**src/rtl/config_chain_loader.sv**
```systemverilog
// Serial loader for a daisy-chained string of switch-cell config registers.
// Takes host words in, shifts them LSB-first into the chain head, and
// returns the old chain contents from the tail as readback words.
//
// Ports:
//   config_clk, config_reset   clock, async active-low reset
//   start, abort               begin a pass / cancel the current pass
//   busy, done                 status; done pulses once per completed pass
//   wr_data/valid/ready        host bitstream words (valid/ready)
//   rd_data/valid/ready        readback words (valid/ready)
//   chain_en, chain_in         shift enable and serial data to chain head
//   chain_out                  serial data from chain tail
//   bits_left                  bits still to shift in this pass
module config_chain_loader #(
    parameter  int unsigned WORD_W    = 32,
    parameter  int unsigned CHAIN_LEN = 96,
    localparam int unsigned CNT_W     = $clog2(CHAIN_LEN + 1)
) (
    input  logic              config_clk,
    input  logic              config_reset,
    input  logic              start,
    input  logic              abort,
    output logic              busy,
    output logic              done,
    input  logic [WORD_W-1:0] wr_data,
    input  logic              wr_valid,
    output logic              wr_ready,
    output logic [WORD_W-1:0] rd_data,
    output logic              rd_valid,
    input  logic              rd_ready,
    output logic              chain_en,
    output logic              chain_in,
    input  logic              chain_out,
    output logic [CNT_W-1:0]  bits_left
);

    localparam int unsigned WB_W  = $clog2(WORD_W + 1);
    localparam int unsigned IDX_W = (WORD_W > 1) ? $clog2(WORD_W) : 1;

    typedef enum logic [2:0] {
        S_IDLE,
        S_FETCH,
        S_SHIFT,
        S_RDBK,
        S_DONE
    } state_e;

    state_e             state_q, state_d;
    logic [WORD_W-1:0]  sreg_q, sreg_d;
    logic [WORD_W-1:0]  cap_q, cap_d;
    logic [CNT_W-1:0]   bits_q, bits_d;
    logic [WB_W-1:0]    wb_q, wb_d;
    logic [IDX_W-1:0]   idx_q, idx_d;

    always_ff @(posedge config_clk or negedge config_reset) begin
        if (!config_reset) begin
            state_q <= S_IDLE;
            sreg_q  <= '0;
            cap_q   <= '0;
            bits_q  <= '0;
            wb_q    <= '0;
            idx_q   <= '0;
        end else begin
            state_q <= state_d;
            sreg_q  <= sreg_d;
            cap_q   <= cap_d;
            bits_q  <= bits_d;
            wb_q    <= wb_d;
            idx_q   <= idx_d;
        end
    end

    always_comb begin
        state_d = state_q;
        sreg_d  = sreg_q;
        cap_d   = cap_q;
        bits_d  = bits_q;
        wb_d    = wb_q;
        idx_d   = idx_q;
        if (abort && (state_q != S_IDLE)) begin
            // abort outranks every handshake in the same cycle
            state_d = S_IDLE;
            bits_d  = '0;
        end else begin
            unique case (state_q)
                S_IDLE: begin
                    if (start && !abort) begin
                        state_d = S_FETCH;
                        bits_d  = CNT_W'(CHAIN_LEN);
                    end
                end
                S_FETCH: begin
                    if (wr_valid) begin
                        sreg_d  = wr_data;
                        cap_d   = '0;
                        idx_d   = '0;
                        state_d = S_SHIFT;
                        // last word of a pass may be partial
                        if (32'(bits_q) >= WORD_W) begin
                            wb_d = WB_W'(WORD_W);
                        end else begin
                            wb_d = WB_W'(bits_q);
                        end
                    end
                end
                S_SHIFT: begin
                    // tail bit is captured on the same edge the chain shifts
                    cap_d[idx_q] = chain_out;
                    sreg_d       = sreg_q >> 1;
                    bits_d       = bits_q - CNT_W'(1);
                    idx_d        = idx_q + IDX_W'(1);
                    if (WB_W'(idx_q) == wb_q - WB_W'(1)) begin
                        state_d = S_RDBK;
                    end
                end
                S_RDBK: begin
                    if (rd_ready) begin
                        state_d = (bits_q == '0) ? S_DONE : S_FETCH;
                    end
                end
                S_DONE: begin
                    state_d = S_IDLE;
                end
                default: begin
                    state_d = S_IDLE;
                end
            endcase
        end
    end

    assign busy      = (state_q != S_IDLE);
    assign done      = (state_q == S_DONE);
    assign wr_ready  = (state_q == S_FETCH);
    assign rd_valid  = (state_q == S_RDBK);
    assign chain_en  = (state_q == S_SHIFT);
    assign chain_in  = (state_q == S_SHIFT) & sreg_q[0];
    assign rd_data   = cap_q;
    assign bits_left = bits_q;

endmodule
```
**config.mk**
```make
export PLATFORM = sky130hd
export DESIGN_NAME = config_chain_loader
export DESIGN_NICKNAME = d
export VERILOG_FILES = /design/src/rtl/config_chain_loader.sv
export SDC_FILE = /design/constraint.sdc
export NUM_CORES = 1
export LEC_CHECK = 0
export CAP_MARGIN = 10
export CORE_AREA = 3 3 96 98
export DETAILED_ROUTE_END_ITERATION = 8
export DIE_AREA = 0 0 99 101
export MAX_ROUTING_LAYER = met4
export PLACE_DENSITY = 0.76
export REMOVE_ABC_BUFFERS = 1
export SKIP_LAST_GASP = 1
export SLEW_MARGIN = 25
export SYNTH_ARGS = -nofsm -noshare
export SYNTH_HDL_FRONTEND = slang
export SYNTH_SLANG_ARGS = --single-unit
```
**constraint.sdc**
```tcl
create_clock -name config_clk -period 3.4 [get_ports config_clk]
set_clock_uncertainty 0.15 [all_clocks]
set_input_delay 0.85 -clock config_clk [delete_from_list [all_inputs] [get_ports config_clk]]
set_output_delay 0.85 -clock config_clk [all_outputs]
set_load 0.05 [all_outputs]
```
; ---- Word level (Yosys, flattened, before mapping)
; Cells that the tools add are included.
[totals]
ff_bits = 85
elab_cells = 57
input_bits = 39
output_inout_bits = 45
[classes]
bitwise = 2
addsub = 3
n_eq_ne = 10
n_mux = 20
reduce_logical = 13
order_cmp = 3
[ops]
columns = op, count
row1 = $pmux 32 s2, 2
row2 = $mux 32, 2
row3 = $bwmux 32, 1
row4 = $mux 3, 6
row5 = $mux 7, 2
row6 = $pmux 7 s2, 1
row7 = $pmux 3 s4, 1
row8 = $pmux 5 s2, 1
row9 = $ge 7x6->1 const B, 1
row10 = $logic_not 7->1, 1
row11 = $sub 7x1->7 const B, 1
row12 = $eq 3x2->1 const B, 2
row13 = $eq 5x6->1, 1
row14 = $lt 5x6->1 const B, 1
row15 = $mux 6, 1
row16 = $ne 3x1->1 const B, 2
row17 = $reduce_and 3->1, 2
row18 = $reduce_bool 3->1, 2
row19 = $sub 6x1->6 const B, 1
row20 = $add 5x1->5 const B, 1
row21 = $demux 1 s5, 1
row22 = $ge 5x1->1 const B, 1
row23 = $mux 5, 1
row24 = $reduce_and 4->1, 1
row25 = 13 further kinds, 15

; ---- Logic depth before layout (Yosys ltp)
[depth]
ltp_word = 6
depth_mapped = 8
ltp_nobuf = 6

; ---- Worst setup path after synthesis
; Ideal clock, no wire load.
[synth_path]
path_type = register to output
start = reg state_q[1]
end = out done
stages_incl_launch_ff = 3
required_ns = 2.400
n_path_buf = 1
arrival_time_ns = 1.766
path_slack_ns = 0.634
cell_sequence = dfrtp_1 -> clkbuf_1 -> nor3b_1
[synth_between]
elab_chain_len = 1
[synth_lines]
columns = item, line_no
row1 = from (decl), 48  ; state_e state_q, state_d;
row2 = from (signal assigned), 64  ; state_q <= state_d;
row3 = $eq 3x3->1, 132  ; assign done = (state_q == S_DONE);
row4 = to (decl), 24  ; output logic done,
; Every way passes these cells.

; ---- Worst setup path in the final report
[layout_path]
start = reg state_q[0]
end = out chain_in
[layout_between]
elab_chain_len = 2
[layout_lines]
columns = item, line_no
row1 = $eq 3x2->1, 136  ; assign chain_in = (state_q == S_SHIFT) & sreg_q[0];
row2 = $and 1x1->1, 136
row3 = to (decl), 32  ; output logic chain_in,
; Every way passes these cells.

==> results.cfg <==
[clock_network]
h-tree-depth = 3
path_clk_slew_ns = 0.08
postCtsHoldBufs = 0
clk_path_buf_depth = 2
insertion_delay_ns = 0.35
cts_sinks = 85
clockRootBuffer = clkbuf_8
cts_tree = done
cts_inserted_buffers = 9
cts_repair_resize_count = 0
post-cts-setup-buffer-count = 0

[synthesis]
ys_warn_count = 0
synth_area_leaders = dfrtp_1 51%, nand3_1 8.8%, mux2i_1 7.7%
yosysTopAreaCellShare_pct = 51.14
syn_avg_cell_area_um2 = 9.409
synthDistinctLibCells = 38
yosys-top-cells-count = 85 x dfrtp_1, 73 x nand3_1, 49 x nor2_1, 33 x a21oi_1, 32 x mux2i_1
ys_seq_elements = 85
synthArstFlopShare_pct = 100.0
synthMostInstantiatedCell = dfrtp_1
syn_inst = 442
yosysSeqAreaShare_pct = 51.14
synth_top_cell_by_area = dfrtp_1
synth.cell_area_mm2 = 0.004159
yosys_most_used_dff = dfrtp_1
synth-edff-count = 0

[finish]
fin_util_pct = 61.08
n_fill_cell = 751
syn_to_final_growth_pct = 25.57
fin_nets = 556
antennaDiodeCount = 0
fin_cells = 624
layout-drive-gt1-share_pct = 5.039

[placed_design]
gp_congestion = 0.8287
place_hpwl_um = 6424
port_buffers = 83
placedCellCount = 608

[timing]
setup_viol = 0
worst_pin_slew_ns = 0.8150
period_needed_ns = 3.267
slew_headroom_pct = 45.53
hold_viol = 0
fmax_mhz = 306.1
min_period_over_period_pct = 96.09
maxSlewViolCount = 0
rsz0062_at_grt = no

[setup_path]
end_kind = output pin
r2r_slack_ns = 1.22
path_class = reg2out
worstPathArrival_ns = 2.27
required_ns = 2.40
start_kind = register
cp_max_fo = 9

[drt]
vias = 3446
wl_per_cell_um = 14.92
routed_wl_um = 9313
drcViolationCount = 0
antenna_left = 0
drtPass1Iterations = 4
drt_iter0_drc = 158
drt-vias-per-instance = 5.522

[worst_hold_path]
min_path_type = reg2reg

[global_routing]
gr-total-overflow = 0
grt_first_pass_wirelength_um = 15770
grt_usage_pct = 19.86
antenna_found_initial = 0
grt_max_degree = 86
grt_pass1_vias = 3328

[floorplan]
ios = 84
rows = 34
initial_core_util_pct = 48.64
coreArea_mm2 = 0.008551
die-area_mm2 = 0.009999
die_width_um = 99
die_height_um = 101

[flow_run]
max_cap_viol_count = 0

[power]
power_density_mw_per_mm2 = 630.9
irDropWorstVdd_v = 0.0004772
leakage_nw = 2.104

[outcome]
status = finished clean
[report_power, final]
| group | switching, mW | internal [mW] |
|---|---|---|
| logic | 0.676 | 0.430 |
| registers | 0.206 | 1.27 |
| clock network | 0.372 | 0.345 |
| total | 1.25 | 2.04 |
[routing by layer]
metal | part of all wire [%] | up-vias | GRT usage [%]
met5 | 0 | - | -
met4 | 0.81 | 0 | 5.777
met1 | 46 | 1660 | 26.34
met2 | 49 | 93 | 31.82
met3 | 4.4 | 6 | 3.114
li1 | - | 1687 | -
[cells by family (layout without fill, tap and decap cells)]
logic type | after synthesis | in the layout | synth area share, %
adder cells (fa/ha/maj) | 6 | 6 | 1.805
buffers and inverters | 41 | 115 | 5.144
multiplexers | 32 | 32 | 7.702
flip-flops | 85 | 85 | 51.14
AND/OR/NAND/NOR | 178 | 178 | 20.25
AO/OA/AOI/OAI | 90 | 90 | 11.85
XOR/XNOR | 10 | 10 | 2.106
[sequential cells by signal (all words and copies together), names as in the netlist]
signal	flops
wb_q	6
sreg_q	32
rd_data	32
state_q	3
idx_q	5
bits_left	7
[cell usage in the layout, fill, tap and decap left out, drive strengths merged, types with 3 or more instances in the layout]
master,count
buf,8
xnor2,4
nand2b,4
clkdlybuf4s50,81
clkinvlp,3
dfrtp,85
nand2,28
xor2,6
mux2i,32
o21ai,44
nor2,49
ha,6
nor3b,4
a21oi,33
inv,12
clkbuf,10
nand3,73
nor3,8
nand4,4
[cell type report]
cell class                      instances  area, um^2  area share, %
Tap cell                              108       135.1          2.587
Clock inverter                          6       70.07          1.342
Inverter                               10       37.54         0.7187
Clock buffer                           10       127.6          2.444
Multi-Input combinational cell        316        1829          35.03
Timing Repair Buffer                   89       895.9          17.15
Sequential cell                        85        2127          40.73
[through the flow]
stage	worst slack, ns	cell area (um^2)	setup TNS, ns	hold WS [ns]	total power [mW]
after floorplan	-2.023	3983	-126.19	0.3252	2.216
after global placement	0.5418	5025	0	0.3342	2.547
after detailed placement	0.4826	5025	0	0.3389	2.602
after CTS	0.1219	5223	0	0.3583	3.315
after global routing	0.01416	5223	0	0.3829	3.506
final	0.1329	5223	0	0.3509	3.295
[worst paths after layout]
check / startpoint / endpoint / depth (start not counted)
setup / recovery: state_q[0] / chain_in / 3
hold / removal: rd_data[8] / rd_data[8] / 2
setup reg to reg: state_q[1] / sreg_q[24] / 5
hold reg to reg: rd_data[8] / rd_data[8] / 2
max in group asynchronous: config_reset / rd_data[28] / 2
min in group asynchronous: config_reset / rd_data[6] / 2
[critical path, cell delays in order (launching register included)]
cell             delay [ns]
dfrtp_1                0.49
nor2_1                 0.41
and3_1                 0.22
clkdlybuf4s50_1        0.81
(Power assumes the default switching activity.)
==> RTL change (config.mk and constraints unchanged) <==
Change the parameter `WORD_W` from 32 to 16.
--- a/src/rtl/config_chain_loader.sv
+++ b/src/rtl/config_chain_loader.sv
@@ -12,7 +12,7 @@
 //   chain_out                  serial data from chain tail
 //   bits_left                  bits still to shift in this pass
 module config_chain_loader #(
-    parameter  int unsigned WORD_W    = 32,
+    parameter  int unsigned WORD_W    = 16,
     parameter  int unsigned CHAIN_LEN = 96,
     localparam int unsigned CNT_W     = $clog2(CHAIN_LEN + 1)
 ) (
Interface: changed (resized rd_data and wr_data); port bits go from 84 to 52. The function was not compared with the original's and may differ.
==> RTL change against the unedited design <==
  * Synthesized area shrank 33%
  * Setup slack gained 100 ps
  * Total power shrank 34%
  * Cell area shrank 34%
  * Utilization shrank 21 points
  * Sequential cell count shrank 34
  * Wire length shrank 36%
  * Critical endpoint is now wr_ready
  * Die area is the same
==> RTL change: results (changes against the unedited design) <==
Finish
  • Share of cells above drive strength 1: 7.256% (+2.2 points)

Logic synthesis
  • Compound-Gate Fraction of Synth Area: 14.08% (+2.2 points)
  • Sequential area share after synthesis: 46.03% (-5.1 points)
  • Synth unique cells: 53 (+39%)
  • Syn Area/Cell: 10.12 um^2 (+7.5%)
  • XOR/XNOR share of the synthesized area: 2.753% (+0.65 points)
  • Synth top cells by count: dfrtp_1, nand2_1, mux2i_1

Place
  • Hpwl dp: 4357 um (-32%)
  • Global placer's final weighted congestion: 0.7786 (-6.0%)
  • Port buffer count: 51 (-39%)

Setup path
  • CP max stage delay: 840 ps (+30 ps)
  • Reg2Reg Setup Slack: 1160 ps (-60 ps)
  • Crit path arrival time: 2170 ps (-100 ps)

Min path
  • Worst hold path type: primary input to asynchronous set/reset pin

GRT
  • First-pass GRT wire length: 10360 um (-34%)
  • M2 GR Usage: 21.07% (-11 points)
  • Largest net degree at the start of global routing: 37 (-57%)

CTS
  • CTS Buf Count: 5 (-4)
  • H-tree levels: 2 (-1)

Run status
  • Outcome: finished, final reports clean

Routing
  • DRT iter0 DRCs: 151 (-4.4%)
  • M1 WL: 2613 um (-38%)
  • WL met2: 2960 um (-35%)
  • Via count: 2122 (-38%)
  • Length of routed met3 wiring: 269 um (-34%)

Pwr
  • LEAKAGE: 1.468 nW (-30%)

Timing
  • Slew @ Worst Pin: 774.9 ps (-40.13 ps)
==> RTL change: cell families after synthesis <==
family          after synthesis
fa+ha+maj                     6
mux                          27
flops                        51
xor+xnor                      7
buf+inv                      26
compound gates               58
simple gates                 99
==> RTL change: through the flow <==
stage	setup TNS, ps	setup WS (ps)
floorplan	-352.4	-352.4
global placement	0	618.4
detailed placement	0	565.0
CTS	0	224.1
global route	0	138.4
finish	0	232.8
==> RTL change: final cells by class <==
class | count | area (um^2) | share of cell area, %
clock inverter | 2 | 35.03 | 1.022
timing repair buffer | 54 | 525.5 | 15.33
multi-input combinational | 197 | 1348 | 39.31
tap | 108 | 135.1 | 3.942
clock buffer | 6 | 82.58 | 2.409
inverter | 7 | 26.28 | 0.7664
sequential | 51 | 1276 | 37.23
==> RTL change: final timing paths <==
kind	startpoint	endpoint	cells past startpoint
max in group asynchronous	config_reset	bits_left[6]$_DFFE_PN0P_	2
hold / removal	config_reset	rd_data[14]$_DFFE_PN0P_	1
min in group config_clk	sreg_q[3]$_DFFE_PN0P_	sreg_q[3]$_DFFE_PN0P_	2
setup / recovery	state_q[0]$_DFFE_PN0P_	wr_ready	3
hold reg to reg	sreg_q[3]$_DFFE_PN0P_	sreg_q[3]$_DFFE_PN0P_	2
setup reg to reg	state_q[0]$_DFFE_PN0P_	sreg_q[7]$_DFFE_PN0P_	3
==> RTL change: power groups by stage <==
stage	Sequential, mW	Clock [mW]	Combinational [mW]
3_5_place_dp	0.940	0	0.810
5_1_grt	0.963	0.481	0.885
6_report	0.929	0.439	0.802
3_3_place_gp	0.932	0	0.789
4_1_cts	0.931	0.450	0.811
2_1_floorplan	1.05	0	0.427
